<file path="src/rtl/fifo_pkg.sv">
// Shared FIFO constants: read-mode selectors and the occupancy-counter width helper.
package fifo_pkg;

  localparam int FWFT_OFF = 0;
  localparam int FWFT_ON  = 1;

  // Occupancy spans 0..depth inclusive, so it needs one bit more than a pointer.
  function automatic int level_w(input int depth);
    return $clog2(depth) + 1;
  endfunction

endpackage

</file>
<file path="src/rtl/sync_fifo_ft_if.sv">
// Handshake/status bundle between a FIFO and its user; master drives requests.
interface sync_fifo_ft_if
  import fifo_pkg::*;
#(
  parameter int DATA_WIDTH = 8,
  parameter int DEPTH      = 16
);

  localparam int LW = level_w(DEPTH);

  logic                  flush;
  logic                  wr_en;
  logic [DATA_WIDTH-1:0] din;
  logic                  rd_en;
  logic [DATA_WIDTH-1:0] dout;
  logic                  valid;
  logic                  full;
  logic                  empty;
  logic                  almost_full;
  logic                  almost_empty;
  logic [LW-1:0]         level;
  logic                  overflow;
  logic                  underflow;

  modport master (
    output flush, wr_en, din, rd_en,
    input  dout, valid, full, empty, almost_full, almost_empty, level, overflow, underflow
  );

  modport slave (
    input  flush, wr_en, din, rd_en,
    output dout, valid, full, empty, almost_full, almost_empty, level, overflow, underflow
  );

endinterface

</file>
<file path="src/rtl/fifo_mem.sv">
// FIFO storage: register array with a clocked write port and a combinational read port.
module fifo_mem #(
  parameter int DATA_WIDTH = 8,
  parameter int DEPTH      = 16
) (
  input  logic                     clk,
  input  logic                     we,
  input  logic [$clog2(DEPTH)-1:0] waddr,
  input  logic [DATA_WIDTH-1:0]    wdata,
  input  logic [$clog2(DEPTH)-1:0] raddr,
  output logic [DATA_WIDTH-1:0]    rdata
);

  logic [DATA_WIDTH-1:0] mem [DEPTH];

  // Contents are deliberately never reset; occupancy tracking decides what is live.
  always_ff @(posedge clk) begin
    if (we) mem[waddr] <= wdata;
  end

  assign rdata = mem[raddr];

endmodule

</file>
<file path="src/rtl/sync_fifo_ft.sv">
// Synchronous FIFO with optional first-word-fall-through read, level/threshold flags
// and one-cycle overflow/underflow error pulses.
module sync_fifo_ft
  import fifo_pkg::*;
#(
  parameter int DATA_WIDTH = 8,
  parameter int DEPTH      = 16,
  parameter int FWFT       = FWFT_OFF,
  parameter int AF_THRESH  = DEPTH - 2,
  parameter int AE_THRESH  = 2
) (
  input  logic            clk,
  input  logic            rst,
  sync_fifo_ft_if.slave   bus
);

  localparam int AW = $clog2(DEPTH);
  localparam int LW = level_w(DEPTH);

  localparam logic [LW-1:0] LVL_FULL = LW'(DEPTH);
  localparam logic [LW-1:0] LVL_AF   = LW'(AF_THRESH);
  localparam logic [LW-1:0] LVL_AE   = LW'(AE_THRESH);

  logic [AW-1:0]         wr_ptr;
  logic [AW-1:0]         rd_ptr;
  logic [LW-1:0]         level;
  logic [DATA_WIDTH-1:0] mem_rd;
  logic                  is_full;
  logic                  is_empty;
  logic                  rd_ok;
  logic                  wr_ok;
  logic                  ovf;
  logic                  udf;

  assign is_full  = (level == LVL_FULL);
  assign is_empty = (level == '0);

  // A full FIFO still takes a write when a pop frees a slot in the same cycle.
  assign rd_ok = bus.rd_en && !is_empty && !bus.flush;
  assign wr_ok = bus.wr_en && (!is_full || rd_ok) && !bus.flush;

  fifo_mem #(
    .DATA_WIDTH (DATA_WIDTH),
    .DEPTH      (DEPTH)
  ) u_mem (
    .clk   (clk),
    .we    (wr_ok),
    .waddr (wr_ptr),
    .wdata (bus.din),
    .raddr (rd_ptr),
    .rdata (mem_rd)
  );

  always_ff @(posedge clk or posedge rst) begin
    if (rst) begin
      wr_ptr <= '0;
      rd_ptr <= '0;
      level  <= '0;
      ovf    <= 1'b0;
      udf    <= 1'b0;
    end else if (bus.flush) begin
      wr_ptr <= '0;
      rd_ptr <= '0;
      level  <= '0;
      ovf    <= 1'b0;
      udf    <= 1'b0;
    end else begin
      if (wr_ok) wr_ptr <= wr_ptr + AW'(1);
      if (rd_ok) rd_ptr <= rd_ptr + AW'(1);
      case ({wr_ok, rd_ok})
        2'b10:   level <= level + LW'(1);
        2'b01:   level <= level - LW'(1);
        default: level <= level;
      endcase
      ovf <= bus.wr_en && !wr_ok;
      udf <= bus.rd_en && is_empty;
    end
  end

  generate
    if (FWFT == FWFT_ON) begin : g_fwft
      // Head word is presented directly; forced to zero while nothing is live.
      assign bus.dout  = is_empty ? '0 : mem_rd;
      assign bus.valid = !is_empty;
    end else begin : g_std
      logic [DATA_WIDTH-1:0] dout_p1;
      logic                  vld_p1;

      // p0 -> p1: popped word registered, valid for the single following cycle
      always_ff @(posedge clk or posedge rst) begin
        if (rst) begin
          dout_p1 <= '0;
          vld_p1  <= 1'b0;
        end else if (bus.flush) begin
          dout_p1 <= '0;
          vld_p1  <= 1'b0;
        end else begin
          vld_p1 <= rd_ok;
          if (rd_ok) dout_p1 <= mem_rd;
        end
      end

      assign bus.dout  = dout_p1;
      assign bus.valid = vld_p1;
    end
  endgenerate

  assign bus.level        = level;
  assign bus.full         = is_full;
  assign bus.empty        = is_empty;
  assign bus.almost_full  = (level >= LVL_AF);
  assign bus.almost_empty = (level <= LVL_AE);
  assign bus.overflow     = ovf;
  assign bus.underflow    = udf;

endmodule

</file>
<file path="src/flat_wrapper.sv">
// flat-port wrapper written by rule: the top's interface ports become plain ports
module sync_fifo_ft_flat import fifo_pkg::*;
#(
  parameter int DATA_WIDTH = 8,
  parameter int DEPTH      = 16,
  parameter int FWFT       = FWFT_OFF,
  parameter int AF_THRESH  = DEPTH - 2,
  parameter int AE_THRESH  = 2
)
  (clk, rst, bus_flush, bus_wr_en, bus_din, bus_rd_en, bus_dout, bus_valid, bus_full, bus_empty, bus_almost_full, bus_almost_empty, bus_level, bus_overflow, bus_underflow);
  sync_fifo_ft_if #(.DATA_WIDTH(DATA_WIDTH), .DEPTH(DEPTH)) bus_i ();
  input  logic clk;
  input  logic rst;
  input wire logic [$bits(bus_i.flush)-1:0] bus_flush;
  input wire logic [$bits(bus_i.wr_en)-1:0] bus_wr_en;
  input wire logic [$bits(bus_i.din)-1:0] bus_din;
  input wire logic [$bits(bus_i.rd_en)-1:0] bus_rd_en;
  output wire logic [$bits(bus_i.dout)-1:0] bus_dout;
  output wire logic [$bits(bus_i.valid)-1:0] bus_valid;
  output wire logic [$bits(bus_i.full)-1:0] bus_full;
  output wire logic [$bits(bus_i.empty)-1:0] bus_empty;
  output wire logic [$bits(bus_i.almost_full)-1:0] bus_almost_full;
  output wire logic [$bits(bus_i.almost_empty)-1:0] bus_almost_empty;
  output wire logic [$bits(bus_i.level)-1:0] bus_level;
  output wire logic [$bits(bus_i.overflow)-1:0] bus_overflow;
  output wire logic [$bits(bus_i.underflow)-1:0] bus_underflow;
  assign bus_i.flush = bus_flush;
  assign bus_i.wr_en = bus_wr_en;
  assign bus_i.din = bus_din;
  assign bus_i.rd_en = bus_rd_en;
  assign bus_dout = bus_i.dout;
  assign bus_valid = bus_i.valid;
  assign bus_full = bus_i.full;
  assign bus_empty = bus_i.empty;
  assign bus_almost_full = bus_i.almost_full;
  assign bus_almost_empty = bus_i.almost_empty;
  assign bus_level = bus_i.level;
  assign bus_overflow = bus_i.overflow;
  assign bus_underflow = bus_i.underflow;
  sync_fifo_ft #(.DATA_WIDTH(DATA_WIDTH), .DEPTH(DEPTH), .FWFT(FWFT), .AF_THRESH(AF_THRESH), .AE_THRESH(AE_THRESH)) u_core (.clk(clk), .rst(rst), .bus(bus_i));
endmodule
</file>
<file path="config.mk">
export PLATFORM = sky130hd
export DESIGN_NAME = sync_fifo_ft_flat
export DESIGN_NICKNAME = d
export VERILOG_FILES = /design/src/rtl/fifo_pkg.sv /design/src/rtl/sync_fifo_ft_if.sv /design/src/rtl/fifo_mem.sv /design/src/rtl/sync_fifo_ft.sv /design/src/flat_wrapper.sv
export SDC_FILE = /design/constraint.sdc
export NUM_CORES = 1
export LEC_CHECK = 0
export ABC_CLOCK_PERIOD_IN_PS = 4800
export BUFFER_PORTS_ARGS = -buffer_cell sky130_fd_sc_hd__buf_2
export CORE_MARGIN = 5
export CORE_UTILIZATION = 35
export CTS_CLUSTER_DIAMETER = 50
export DETAILED_ROUTE_END_ITERATION = 12
export PLACE_DENSITY = 0.52
export SLEW_MARGIN = 15
export SYNTH_ARGS = -nofsm -noshare
export SYNTH_HDL_FRONTEND = slang
export SYNTH_SLANG_ARGS = --single-unit
</file>
<file path="constraint.sdc">
create_clock -name clk -period 4.8 [get_ports clk]
set_clock_uncertainty 0.2 [all_clocks]
set_input_delay 0.48 -clock clk [delete_from_list [all_inputs] [get_ports clk]]
set_output_delay 0.48 -clock clk [all_outputs]
set_load 0.01 [all_outputs]
</file>
==> impl_metrics.ini <==
[run_status]
status = complete, no violations

[logic_synthesis]
yosys.cell_count.top_type = sky130_fd_sc_hd__edfxtp_1
synthesis.nets = 363
synth_top_cells_by_area = sky130_fd_sc_hd__edfxtp_1 62%, sky130_fd_sc_hd__mux4_2 12%, sky130_fd_sc_hd__dfrtp_1 9.8%
synth_edf_count = 128
seq_area_frac_synth_pct = 72.2
synth.top_cells.by_count = 128 x sky130_fd_sc_hd__edfxtp_1, 32 x sky130_fd_sc_hd__mux4_2, 28 x sky130_fd_sc_hd__nor2_1
share_of_synthesized_flip_flops_with_an_asynchronous_set_or_reset_pct = 15.8
synth.largest_area_cell = sky130_fd_sc_hd__edfxtp_1
synthFlopType = sky130_fd_sc_hd__edfxtp_1
netlist_instances = 341
yosysTopAreaCellShare_pct = 62.4
synth_area_um2 = 6160
ys_types = 41
syn_avg_cell_area_um2 = 18.1
count_of_synthesis_stage_warnings_from_yosys = 0
synth_seq_cells = 152

[layout]
post_layout_nonfiller_instances = 616
register_area_um2 = 4450
synthToLayoutAreaGrowth_pct = 15.7
drive_gt1_share_pct = 27.4
layout.nets = 400
num_antenna_cells = 0
final_core_density_pct = 41.2
multi_input_area_um2 = 1600
nFillCells = 1549

[critical_path]
crit_path_max_fanout = 8
worst-endpoint-arrival_ps = 2600
timing.reg2reg.worst_path_depth = 5
timing.critical_path.required_ps = 4650
rrSetupSlack_ps = 2050
r2r_end = u_core.u_mem.mem[4][5]$_DFFE_PP_
reg2reg_from = u_core.bus.level[2]$_DFFE_PP0P_
setup.worst_path.start_class = flop
crit_type = reg2reg
endpoint_kind = flop

[sta]
finalSetupViolCount = 0
relSlewSlack_pct = 39.5
final.setup.tns_ps = 0
report.final.slew_viol_count = 0
finalCritPeriodShare_pct = 57.3
timing.hold.ws_ps = 48.5
timing_worst_slew_pin_value_ps = 907
final_setup_slack_of_the_worst_path_ps = 2050
fmaxAchievable_mhz = 364
timing.final.crit_period_ps = 2750
timing_hold_violations_final = 0
grt_setup_unrepaired = false

[placement]
port-buffer-count = 32
placed_cells_incl_taps = 584
gp_congestion = 0.788
place_hpwl_um = 8420
detailedPlace.worstSlack_ps = 1730

[floorplan]
die_w_um = 143
die_area_um2 = 20300
row_count = 48
die_h_um = 143
design.core.area_um2 = 17300
num_ports = 33
starting_density_pct = 35.6

[cts]
postCtsSetupBuffers = 0
worstSkewPairLatency_ps = 420
numCtsBuffers = 17
cts_buffer_depth = 2
clk_pin_slew_ps = 60
cts-resized-gates = 0
clk_root_buffer_cell = sky130_fd_sc_hd__clkbuf_16
h-tree-depth = 4
cts_num_sinks = 152
cts_tree = built
post_cts_hold_buffer_count = 0

[run]
total_of_max_cap_violations = 0

[global_routing]
pin_count_of_the_biggest_net_entering_global_routing = 25
grt_antenna_before_repair = 0
grt_first_pass_wirelength_um = 20200
grt_pass1_vias = 3347
grt_overflow = 0
global_route.usage.total_pct = 13.8

[routing]
drc_errors = 0
route.vias.total = 3149
drt_first_iter_violations = 185
drt_pass_1_iters = 4
detail_route.wl_per_cell_um = 21.0
route.detailed.vias_per_inst = 5.11
routed_wirelength_um = 13000
postRouteAntennaNets = 0

[power]
power.density_nw_per_um2 = 492
peakVddDrop_uv = 268
leakage_nw = 2.47

[hold_path]
hold_class = in2async
-- cells in the final DEF (no fill, tap or decap), types with 5 or more instances in the layout --
cell,netlist,routed
sky130_fd_sc_hd__ha_1,8,8
sky130_fd_sc_hd__a22o_1,9,9
sky130_fd_sc_hd__nor2_1,28,28
sky130_fd_sc_hd__nand2_1,19,19
sky130_fd_sc_hd__edfxtp_1,128,128
sky130_fd_sc_hd__buf_2,1,32
sky130_fd_sc_hd__inv_1,10,10
sky130_fd_sc_hd__mux4_2,32,32
sky130_fd_sc_hd__dfrtp_1,24,23
sky130_fd_sc_hd__clkbuf_16,0,17
sky130_fd_sc_hd__clkinvlp_4,0,5
sky130_fd_sc_hd__xor2_1,5,5
sky130_fd_sc_hd__a22oi_1,16,16
-- registers in the layout (all words and copies together), names as in the netlist --
| signal | cells |
|---|---|
| u_core.u_mem.mem | 128 |
| u_core.bus.dout | 8 |
| u_core.bus.level | 5 |
| u_core.rd_ptr | 4 |
| u_core.wr_ptr | 4 |
| u_core.bus.overflow | 1 |
| u_core.bus.underflow | 1 |
| u_core.bus.valid | 1 |
-- critical path, stage by stage (launching register included) --
cell	delay (ps)
sky130_fd_sc_hd__dfrtp_1	500
sky130_fd_sc_hd__nor4_2	100
sky130_fd_sc_hd__and2_2	210
sky130_fd_sc_hd__a21oi_1	420
sky130_fd_sc_hd__nand2_1	230
sky130_fd_sc_hd__nor2_1	710
-- metrics by stage --
| stage | total power [W] | area (µm²) |
|---|---|---|
| final | 0.00351 | 7120 |
| after global routing | 0.00366 | 7120 |
| after CTS | 0.00355 | 7100 |
| after detailed placement | 0.00224 | 6520 |
| after global placement | 0.00223 | 6520 |
| after floorplan | 0.00203 | 6160 |
-- worst max path at each step --
stage | slack, ps | end | from
after global placement | 1840 | u_core.u_mem.mem[1][0]$_DFFE_PP_ | bus_flush
after CTS | 1810 | u_core.u_mem.mem[3][1]$_DFFE_PP_ | u_core.bus.level[2]$_DFFE_PP0P_
after floorplan | 2120 | u_core.bus.level[4]$_DFFE_PP0P_ | bus_flush
final | 2050 | u_core.u_mem.mem[4][5]$_DFFE_PP_ | u_core.bus.level[2]$_DFFE_PP0P_
after global routing | 1870 | u_core.u_mem.mem[5][7]$_DFFE_PP_ | u_core.bus.level[2]$_DFFE_PP0P_
after detailed placement | 1730 | u_core.u_mem.mem[2][1]$_DFFE_PP_ | bus_flush
-- per-layer routing --
| layer | vias to the layer above | GRT usage, % | part of all wire, % |
|---|---|---|---|
| li1 | 1425 | - | - |
| met2 | 75 | 20.7 | 47 |
| met1 | 1637 | 19.0 | 47 |
| met3 | 12 | 4.32 | 4.8 |
| met4 | 0 | 5.10 | 1.4 |
| met5 | - | 0 | 0 |
-- cell families after synthesis --
kind of cell | synth area share, %
compound gates | 5.41
fa+ha+maj | 1.95
simple gates | 5.26
flops | 72.2
buf+inv | 2.21
xor+xnor | 0.853
mux | 12.1
-- cell type report --
type	instances	share of cell area, %
clock inverter	14	2.09
tap	225	3.95
multi-input combinational	162	22.4
clock buffer	18	6.03
inverter	10	0.527
sequential	152	62.4
timing repair buffer	35	2.57
-- power breakdown --
part	switching, W	total [W]	internal (W)	leakage, nW
clock	0.000537	0.00130	0.000768	0.265
sequential	0.0000856	0.00158	0.00149	1.47
combinational	0.000337	0.000621	0.000284	0.726
(Power assumes the default switching activity.)
